## config.mk

```make
export PLATFORM = sky130hd
export DESIGN_NAME = temp_rgb_pwm
export DESIGN_NICKNAME = d
export VERILOG_FILES = /design/src/rtl/temp_rgb_pwm_pkg.sv /design/src/rtl/temp_rgb_pwm_pwm_gen.sv /design/src/rtl/temp_rgb_pwm.sv
export SDC_FILE = /design/constraint.sdc
export NUM_CORES = 1
export LEC_CHECK = 0
export CAP_MARGIN = 40
export CORE_MARGIN = 4
export CORE_UTILIZATION = 58
export CTS_BUF_LIST = sky130_fd_sc_hd__clkbuf_8
export DETAILED_ROUTE_END_ITERATION = 6
export DONT_BUFFER_PORTS = 1
export PLACE_DENSITY = 0.84
export SYNTH_ARGS = -nofsm -noshare
export SYNTH_HDL_FRONTEND = slang
export SYNTH_SLANG_ARGS = --single-unit
```

## constraint.sdc

```tcl
create_clock -name clk -period 1.4 [get_ports clk]
set_input_delay 0.21 -clock clk [delete_from_list [all_inputs] [get_ports clk]]
set_output_delay 0.21 -clock clk [all_outputs]
set_load 0.005 [all_outputs]
```

## src/rtl/temp_rgb_pwm_pkg.sv

```systemverilog
// Shared band encoding and duty clamp for the temperature-to-RGB LED driver.
package temp_led_pkg;

    localparam logic [1:0] BAND_IDLE = 2'd0;
    localparam logic [1:0] BAND_COLD = 2'd1;
    localparam logic [1:0] BAND_WARM = 2'd2;
    localparam logic [1:0] BAND_HOT  = 2'd3;

    typedef enum logic [1:0] {
        ST_IDLE = BAND_IDLE,
        ST_COLD = BAND_COLD,
        ST_WARM = BAND_WARM,
        ST_HOT  = BAND_HOT
    } band_t;

    // Clamp to the largest value a width-bit duty can hold instead of wrapping.
    function automatic logic [31:0] sat_duty(input logic [31:0] val, input int unsigned width);
        logic [31:0] mx;
        mx = (32'd1 << width) - 32'd1;
        return (val > mx) ? mx : val;
    endfunction

endpackage

```

## src/rtl/temp_rgb_pwm_pwm_gen.sv

```systemverilog
// Free-running PWM counter with a duty shadow register that only reloads on wrap.
module pwm_gen #(
    parameter int PWM_W = 8
) (
    input  logic             clk,
    input  logic             rst,
    input  logic [PWM_W-1:0] duty_nxt,
    output logic             wrap,
    output logic             pwm_on
);

    logic [PWM_W-1:0] cnt;
    logic [PWM_W-1:0] duty_act;

    assign wrap   = (cnt == '1);
    assign pwm_on = (cnt < duty_act);

    always_ff @(posedge clk) begin
        if (rst) begin
            cnt      <= '0;
            duty_act <= '0;
        end else begin
            cnt <= cnt + PWM_W'(1);
            // Reloading only at the period boundary keeps each period glitch-free.
            if (wrap)
                duty_act <= duty_nxt;
        end
    end

endmodule

```

## src/rtl/temp_rgb_pwm.sv

```systemverilog
// Temperature reading -> hysteretic colour band -> PWM-dimmed LED bank.
// Optional: TEMP_LED_HOT_BLINK_EN adds a slow blink on the red bank while HOT.
import temp_led_pkg::*;

module temp_rgb_pwm #(
    parameter int VAL_W   = 9,
    parameter int LED_N   = 8,
    parameter int PWM_W   = 8,
    parameter int COLD_TH = 10,
    parameter int HOT_TH  = 30,
    parameter int HYST    = 2,
    parameter int BLINK_W = 6
) (
    input  logic             clk,
    input  logic             rst,
    input  logic             sample_valid,
    input  logic [VAL_W-1:0] value,
    output logic [LED_N-1:0] LEDSR,
    output logic [LED_N-1:0] LEDSG,
    output logic [LED_N-1:0] LEDSB,
    output logic [1:0]       band
);

    localparam logic [VAL_W-1:0] COLD_LO = VAL_W'(COLD_TH);
    localparam logic [VAL_W-1:0] COLD_UP = VAL_W'(COLD_TH + HYST);
    localparam logic [VAL_W-1:0] HOT_LO  = VAL_W'(HOT_TH);
    localparam logic [VAL_W-1:0] HOT_UP  = VAL_W'(HOT_TH + HYST);

    band_t            state, state_nxt;
    logic [VAL_W-1:0] val_q;
    logic [PWM_W-1:0] duty_nxt;
    logic             wrap, pwm_on, hot_gate;

    assign band     = state;
    assign duty_nxt = PWM_W'(sat_duty(32'(val_q), PWM_W));

    always_ff @(posedge clk) begin
        if (rst) begin
            state <= ST_IDLE;
            val_q <= '0;
        end else begin
            state <= state_nxt;
            if (sample_valid)
                val_q <= value;
        end
    end

    // Upward crossings need the extra HYST margin; downward ones switch at the threshold.
    always_comb begin
        state_nxt = state;
        if (sample_valid) begin
            unique case (state)
                ST_IDLE: begin
                    if (value < COLD_LO)     state_nxt = ST_COLD;
                    else if (value < HOT_LO) state_nxt = ST_WARM;
                    else                     state_nxt = ST_HOT;
                end
                ST_COLD: begin
                    if (value >= HOT_UP)       state_nxt = ST_HOT;
                    else if (value >= COLD_UP) state_nxt = ST_WARM;
                end
                ST_WARM: begin
                    if (value < COLD_LO)      state_nxt = ST_COLD;
                    else if (value >= HOT_UP) state_nxt = ST_HOT;
                end
                ST_HOT: begin
                    if (value < COLD_LO)     state_nxt = ST_COLD;
                    else if (value < HOT_LO) state_nxt = ST_WARM;
                end
                default: state_nxt = ST_IDLE;
            endcase
        end
    end

    pwm_gen #(.PWM_W(PWM_W)) u_pwm (
        .clk      (clk),
        .rst      (rst),
        .duty_nxt (duty_nxt),
        .wrap     (wrap),
        .pwm_on   (pwm_on)
    );

`ifdef TEMP_LED_HOT_BLINK_EN
    logic [BLINK_W-1:0] blink_cnt;
    logic               blink_q;

    // Restart lit on every entry to HOT so the first blink phase is always visible.
    always_ff @(posedge clk) begin
        if (rst || (state != ST_HOT && state_nxt == ST_HOT)) begin
            blink_cnt <= '0;
            blink_q   <= 1'b1;
        end else if (wrap) begin
            blink_cnt <= blink_cnt + BLINK_W'(1);
            if (blink_cnt == '1)
                blink_q <= ~blink_q;
        end
    end

    assign hot_gate = blink_q;
`else
    assign hot_gate = 1'b1;
`endif

    always_ff @(posedge clk) begin
        if (rst) begin
            LEDSR <= '0;
            LEDSG <= '0;
            LEDSB <= '0;
        end else begin
            LEDSR <= '0;
            LEDSG <= '0;
            LEDSB <= '0;
            unique case (state)
                ST_COLD: LEDSB <= {LED_N{pwm_on}};
                ST_WARM: LEDSG <= {LED_N{pwm_on}};
                ST_HOT:  LEDSR <= {LED_N{pwm_on & hot_gate}};
                default: ;
            endcase
        end
    end

endmodule

```

=== Word level (Yosys, flattened, before mapping) ===
Index checks and enable logic that the tools add are counted.

* Register bits: 30
* Input bits: 12
* Output and inout port bits: 26
* Logic and storage cells: 39

* Add/subtract/negate cells: 1
* $lt $le $gt $ge: 6
* Equal/unequal tests: 7
* Mux-type cells: 10
* Bitwise operators: 3
* Reductions and logical operators: 5

{| class="wikitable"
|+ Operator list
! cell !! number
|-
| 2-bit 2-to-1 mux || 7
|-
| 9-bit by 4-bit >= comparator with 1-bit output, second input constant || 1
|-
| 9-bit by 6-bit >= comparator with 1-bit output, second input constant || 1
|-
| 9-bit by 8-bit greater-than comparator with 1-bit output, second input constant || 1
|-
| 9-bit by 4-bit less-than comparator with 1-bit output, second input constant || 1
|-
| 9-bit by 5-bit less-than comparator with 1-bit output, second input constant || 1
|-
| 3-bit inequality test, second input constant || 3
|-
| 8-bit by 1-bit adder with 8-bit output, second input constant || 1
|-
| 8-bit == test, second input constant || 1
|-
| 8-bit less-than comparator || 1
|-
| 8-bit 2-to-1 mux || 1
|-
| 2-bit case mux with 4 select lines || 1
|-
| 2-bit OR reduction || 3
|-
| 2-bit == test, second input constant || 2
|-
| 4-bit AND reduction || 1
|-
| 1-bit inverter || 3
|-
| 2-bit by 1-bit == test with 1-bit output, second input constant || 1
|-
| 2-bit logical NOT || 1
|-
| 1-bit 2-to-1 mux || 1
|}

=== Depth between registers and ports, before layout ===
Gate-level depths: netlist of the first run.

* Depth after elaboration: 4
* Mapped depth: 6
* Mapped depth without buffers: 6

=== Modules after synthesis ===
Synthesis of the first run repeated with hierarchy kept, for this count alone.

* Cells, all modules: 192
* Area, all modules: 1674.1 µm²

{| class="wikitable"
|+ By module, submodules not included
! module !! times used !! cells an instance !! area an instance (µm²) !! seq. area each (µm²)
|-
| pwm_gen || 1 || 95 || 849.6 || 320.3
|-
| temp_rgb_pwm || 1 || 97 || 824.5 || 280.3
|}

=== Worst setup path before layout of the first run ===
Ideal clock, no wire load.

* Kind: register to register
* Start: register u_pwm.duty_act[1]
* End: register LEDSB[0] (netlist name)
* Setup time: 112 ps
* Arrival time: 1406 ps
* Data required time: 1288 ps
* Setup slack: -118 ps
* Cell stages (with the launch flop): 6
* Buffers on the path: 0
* Clock period less this slack: 1518 ps
* Cells stage by stage: dfxtp_1 -> inv_1 -> ha_1 -> a21o_1 -> a211o_1 -> a2111oi_1

* Longest elaborated chain between the ends: 1

{| class="wikitable"
|+ RTL lines
! element !! RTL line !! RTL
|-
| start: declaration || temp_rgb_pwm_pwm_gen.sv:13 || <nowiki>logic [PWM_W-1:0] duty_act;</nowiki>
|-
| start signal: assignment || temp_rgb_pwm_pwm_gen.sv:26 || <nowiki>duty_act <= duty_nxt;</nowiki>
|-
| 8-bit less-than comparator || temp_rgb_pwm_pwm_gen.sv:16 || <nowiki>assign pwm_on = (cnt < duty_act);</nowiki>
|}

Every way passes these cells.
A chain may end at the register's enable or synchronous reset.

=== Final worst setup path of the first run ===
* Start: register u_pwm.duty_act[1]
* End: register LEDSR[0] (netlist name)

* Longest elaborated chain between the ends: 1

{| class="wikitable"
|+ RTL lines
! element !! RTL line
|-
| 8-bit less-than comparator || temp_rgb_pwm_pwm_gen.sv:16
|}

Every way passes these cells.

==> results of run 1 <==
layout by cell type, fill, tap and decap left out, types with 2 or more instances in the layout:
master / synthesis / routed
mux2i_1: 9 / 9
buf_6: 0 / 2
ha_1: 8 / 6
nand2_1: 4 / 4
ha_4: 0 / 2
nand2b_1: 3 / 3
xor2_1: 3 / 3
nand4_1: 3 / 3
a211oi_1: 9 / 5
o211ai_1: 2 / 2
a21oi_1: 6 / 5
inv_1: 9 / 9
dfxtp_1: 30 / 24
nand3_1: 5 / 4
a211o_1: 2 / 2
buf_4: 21 / 10
clkbuf_8: 0 / 6
a211oi_2: 0 / 4
a21o_1: 3 / 3
o21ai_0: 5 / 5
dfxtp_2: 0 / 6
a2111oi_2: 0 / 2
nor2_1: 30 / 30
or3_1: 2 / 2
cells by family (layout without fill, tap and decap cells):
| family | Yosys count | after routing | synth area share (%) |
|---|---|---|---|
| and+or+nand+nor | 54 | 54 | 16.9 |
| DFF | 30 | 30 | 38.7 |
| muxes | 10 | 10 | 6.54 |
| xor gates and xnor gates | 4 | 4 | 2.26 |
| adders and majority gates | 8 | 8 | 6.46 |
| AOI/OAI and AO/OA | 33 | 33 | 14.9 |
| buffers and inverters | 37 | 32 | 14.2 |
where the power goes:
group          switching, mW  internal [mW]  total (mW)
Combinational         0.0827         0.0790       0.162
Sequential            0.0332          0.886       0.919
Clock                  0.323          0.388       0.712
Total                  0.439           1.35        1.79
per-stage QoR:
step | instance area [sq um] | util, %
global route | 1760 | 69.8
detailed placement | 1490 | 58.9
global placement | 1490 | 58.9
floorplan | 1560 | -
finish | 1760 | 69.8
CTS | 1620 | 64.3
state kept, by name, indices dropped and copies added, names as in the netlist:
| name | cells |
|---|---|
| LEDSG | 1 |
| LEDSR | 1 |
| band | 2 |
| val_q | 9 |
| u_pwm.cnt | 8 |
| u_pwm.duty_act | 8 |
| LEDSB | 1 |
routing by layer:
metal | routed length [um] | GRT usage [%] | vias to the layer above
li1 | - | - | 575
met1 | 1430 | 22.5 | 545
met2 | 1500 | 29.3 | 32
met3 | 162 | 7.34 | 10
met4 | 114 | 9.49 | 0
met5 | 0 | 0 | -
timing repair:
item / 4_1_cts / 5_1_grt
setup buffers: 0 / 4
hold buffers: 1 / 0
hold endpoints to repair: 25 / 0
resized for setup: 7 / 19
gates cloned: 0 / 1
endpoints found under the setup margin: 3 / 15
pin swaps: 4 / 6
worst max-delay path by stage:
stage / from / to / slack [ns] / cells past startpoint
after floorplan: u_pwm.duty_act[1] / LEDSB[0] / -0.03 / 5
after global placement: u_pwm.duty_act[1] / LEDSG[0] / -0.07 / 5
after detailed placement: u_pwm.duty_act[1] / LEDSR[0] / -0.19 / 5
after CTS: u_pwm.duty_act[1] / LEDSR[0] / -0.13 / 5
after global routing: u_pwm.duty_act[1] / LEDSR[0] / -0.16 / 5
final: u_pwm.duty_act[1] / LEDSR[0] / -0.12 / 5
area by class of cell:
class | count | area, sq um
clock inverters | 2 | 8.76
fillers | 191 | 762
repair buffers | 15 | 155
multi-input cells | 109 | 835
well taps | 30 | 37.5
inverters | 9 | 33.8
clock buffers | 6 | 82.6
flip-flops and latches | 30 | 608
cells in the mapped netlist:
cell type,n
mux2i_1,9
a2111oi_1,3
and3_1,1
dfxtp_1,30
ha_1,8
xnor2_1,1
or2_2,1
inv_1,9
nor2b_1,2
nand3_1,5
buf_2,2
nand2b_1,3
nor4_4,1
nand4_1,3
mux2_2,1
o32ai_1,1
xor2_1,3
nor3b_1,1
a21oi_1,6
buf_1,2
nor2_1,30
nand2_1,4
a211o_1,2
a211oi_1,9
nor2_2,1
o22ai_1,1
o211ai_1,2
o21ai_0,5
buf_4,21
a21o_1,3
o21a_1,1
clkbuf_1,3
or3_1,2
==> impl_metrics.yaml, run 1 <==
min_path:
  whs_path_depth: 1
  min_to: "band[1]"
  hold_class: "input port to register"
  min_from: "rst"
detailed_routing:
  drc_errors: 0
  routed-via-count: 1162
  firstDrtPassIters: 4
  drt-initial-drc-count: 35
  wl_per_cell_um: 16.0
  vias_per_cell: 5.78
  antenna_left: 0
  finalWirelength_um: 3210
critical_path:
  critPathSlowestCell: "dfxtp_2"
  ff2ff_setup_slack_ns: -0.12
  path_class: "register to register"
  critical_path_peak_fanout: 3
  rr_worst_depth: 5
  path_cells: "inv_2, ha_4, a21o_1, a211o_1, a2111oi_4"
  cp.required_ns: 1.58
  worstSetupStartpointType: "register"
  cp-end-kind: "register"
  cp_slowest_stage_delay_ns: 0.34
  r2r-end: "LEDSR[0]"
  path_delay_family: "compound AO/OA/AOI/OAI gates"
  cp.buffers_inverters: 1
  r2r_start: "u_pwm.duty_act[1]"
  cp_data_arrival_time_ns: 1.70
clock_network:
  path_clk_slew_ns: 0.07
  clk_latency_ns: 0.29
  cts_tree: "yes"
  cts_root_buffer: "clkbuf_8"
  cts_num_sinks: 30
  cts.htree.levels: 2
  clk_path_buf_depth: 2
  numCtsBuffers: 5
place:
  globalplace.congestion: 0.831
  dpl.cell_count: 187
  place_hpwl_um: 2140
  io_buffers: 0
  pre_cts_ws_ns: -0.190
sta:
  hold_violations: 0
  worst_pin_slew_ns: 1.02
  holdWs_ns: 0.0105
  setup_violations: 3
  fmax_ghz: 0.657
  rsz0062_at_grt: "yes"
  setup_tns_ns: -0.297
  max-slew-margin-rel_pct: 31.8
  slew_violations: 0
  fin_crit_ns: 1.52
  fin_skew_ns: 0.00652
  finalCritPeriodShare_pct: 109
  fin_ws_ns: -0.121
power:
  p_leak_nw: 0.681
  power.ir.vdd_worst_mv: 0.875
  p_total_mw: 1.79
  power-per-cell-area_nw_per_um2: 1020
yosys:
  ys_ff_latch: 30
  syn_nets: 196
  synth.distinct_cells: 33
  netlist_instances: 176
  synth_seq_area_share_pct: 38.7
  synth_area_sq_um: 1550
  syn_avg_cell_area_sq_um: 8.81
  synth.area.top_cells: "dfxtp_1 39%, buf_4 10%, nor2_1 7.3%"
  ys_warn_count: 0
  yosysTopAreaCell: "dfxtp_1"
  synth_top_area_share_pct: 38.7
die:
  ios: 38
  fp.dieArea_sq_um: 3560
  die_height_um: 59.7
  fp.dieW_um: 59.7
  coreArea_sq_um: 2520
  start_util_pct: 61.5
  rows: 18
final_layout:
  layout.nets: 190
  diodes: 0
  final_cells: 201
  syn_to_final_growth_pct: 13.6
  drive_gt1_share_pct: 25.7
run_status:
  status: "finished, violations left"
  violations: "negative setup slack"
global_route:
  grt_pass1_wl_um: 4880
  grt_max_degree: 26
  track_usage_pct: 18.9
  grt-ovfl-total: 0
  grt_antenna_before_repair: 0
  first_global_vias: 1124
flow_run:
  timing.max_cap.violations: 0
(Power assumes the default switching activity.)
==> run 2: changes to the inputs <==
Settings changed: SKIP_CTS_REPAIR_TIMING from default to 1.
==> impl_metrics.yaml, run 2 (synthesis gave the netlist of run 1 again) <==
run_status:
  status: "finished, violations left"
  violations: "negative setup slack"
power:
  power-per-cell-area_nw_per_um2: 1020
  power.ir.vdd_worst_mv: 0.936
  p_leak_nw: 0.664
  p_total_mw: 1.81
sta:
  fin_crit_ns: 1.59
  slew_violations: 0
  hold_violations: 0
  fin_ws_ns: -0.185
  setup_violations: 4
  rsz0062_at_grt: "yes"
  finalCritPeriodShare_pct: 113
  setup_tns_ns: -0.453
  worst_pin_slew_ns: 0.960
  fmax_ghz: 0.631
  fin_skew_ns: 0.00638
  max-slew-margin-rel_pct: 35.8
min_path:
  whs_path_depth: 1
  min_to: "u_pwm.cnt[2]"
  hold_class: "input port to register"
  min_from: "rst"
detailed_routing:
  drc_errors: 0
  drt-initial-drc-count: 41
  finalWirelength_um: 3300
  routed-via-count: 1158
  firstDrtPassIters: 4
  vias_per_cell: 5.82
  antenna_left: 0
  wl_per_cell_um: 16.6
critical_path:
  rr_worst_depth: 5
  cp_data_arrival_time_ns: 1.76
  cp.required_ns: 1.58
  ff2ff_setup_slack_ns: -0.19
  cp-end-kind: "register"
  r2r-end: "LEDSG[0]"
  path_class: "register to register"
  r2r_start: "u_pwm.duty_act[1]"
  critical_path_peak_fanout: 3
  worstSetupStartpointType: "register"
final_layout:
  diodes: 0
  fin_util_pct: 70.1
  syn_to_final_growth_pct: 14.0
  stdcell_area_sq_um: 1770
  reg_top3: "val_q: 9 flops, u_pwm.cnt: 8 flops, u_pwm.duty_act: 8 flops"
  layout.nets: 188
  mostFrequentLayoutCell: "nor2_1"
  drive_gt1_share_pct: 24.9
  largest_register_ffs: 9
  fillers: 186
  regMostFlops: "val_q"
  final_cell_mix: "30 x nor2_1, 25 x dfxtp_1, 9 x inv_1, 9 x mux2i_1, 9 x buf_4"
global_route:
  grt_antenna_before_repair: 0
  grt_max_degree: 30
  grt-ovfl-total: 0
  grt_pass1_wl_um: 4700
  first_global_vias: 1117
  track_usage_pct: 18.1
place:
  post_dp_cell_area_sq_um: 1490
  pre_cts_ws_ns: -0.190
  globalplace.congestion: 0.831
  place_hpwl_um: 2140
  io_buffers: 0
clock_network:
  cts_num_sinks: 30
  numCtsBuffers: 5
  cts_root_buffer: "clkbuf_8"
  path_clk_slew_ns: 0.06
  cts_tree: "yes"
  clk_latency_ns: 0.29
  clk_path_buf_depth: 2
  cts.htree.levels: 2
flow_run:
  timing.max_cap.violations: 0
die:
  die_height_um: 59.7
  fp.dieArea_sq_um: 3560
  ios: 38
  start_util_pct: 61.5
  rows: 18
  coreArea_sq_um: 2520
  fp.dieW_um: 59.7
run 2: cell types whose count changed in the layout (fill, tap and decap cells not counted), sizes merged:
cell	change
dlygate4sd3	+1
dlymetal6s4s	-1
buf	-2
run 2: per-stage QoR:
stage               instances  hold WS (ns)
finish                    199      0.000831
global route              199      -0.00153
CTS                       195       -0.0154
detailed placement        187         0.279
global placement          187         0.283
floorplan                 176         0.357
run 2: where the power goes:
part,leakage [nW],total [mW],internal (mW),switching [mW]
registers,0.247,0.919,0.885,0.0338
logic,0.365,0.174,0.0860,0.0877
clock network,0.0524,0.714,0.388,0.325
run 2: worst max-delay path by stage:
stage                      start  cells after the start  slack (ns)       end
5_1_grt        u_pwm.duty_act[1]                      5       -0.23  LEDSG[0]
6_report       u_pwm.duty_act[1]                      5       -0.19  LEDSG[0]
2_1_floorplan  u_pwm.duty_act[1]                      5       -0.03  LEDSB[0]
4_1_cts        u_pwm.duty_act[5]                      6       -0.20  LEDSR[0]
3_3_place_gp   u_pwm.duty_act[1]                      5       -0.07  LEDSG[0]
3_5_place_dp   u_pwm.duty_act[1]                      5       -0.19  LEDSR[0]
run 2: critical path, stage by stage (launching register included):
cell	delay [ns]
dfxtp_2	0.33
inv_2	0.04
ha_4	0.20
a21o_1	0.18
a211o_4	0.36
a2111oi_4	0.36
run 2: area by class of cell:
| class | instances | area (sq um) | share of cell area (%) |
|---|---|---|---|
| Inverter | 9 | 33.8 | 1.91 |
| Sequential cell | 30 | 607 | 34.3 |
| Clock buffer | 6 | 82.6 | 4.67 |
| Multi-Input combinational cell | 109 | 856 | 48.4 |
| Timing Repair Buffer | 13 | 143 | 8.07 |
| Tap cell | 30 | 37.5 | 2.12 |
| Clock inverter | 2 | 8.76 | 0.495 |
run 2: layer usage:
layer  GRT usage (%)  wire (um)
met1            20.5       1440
met2            28.9       1610
met3            7.56        187
met4            9.81         67
met5               0          0
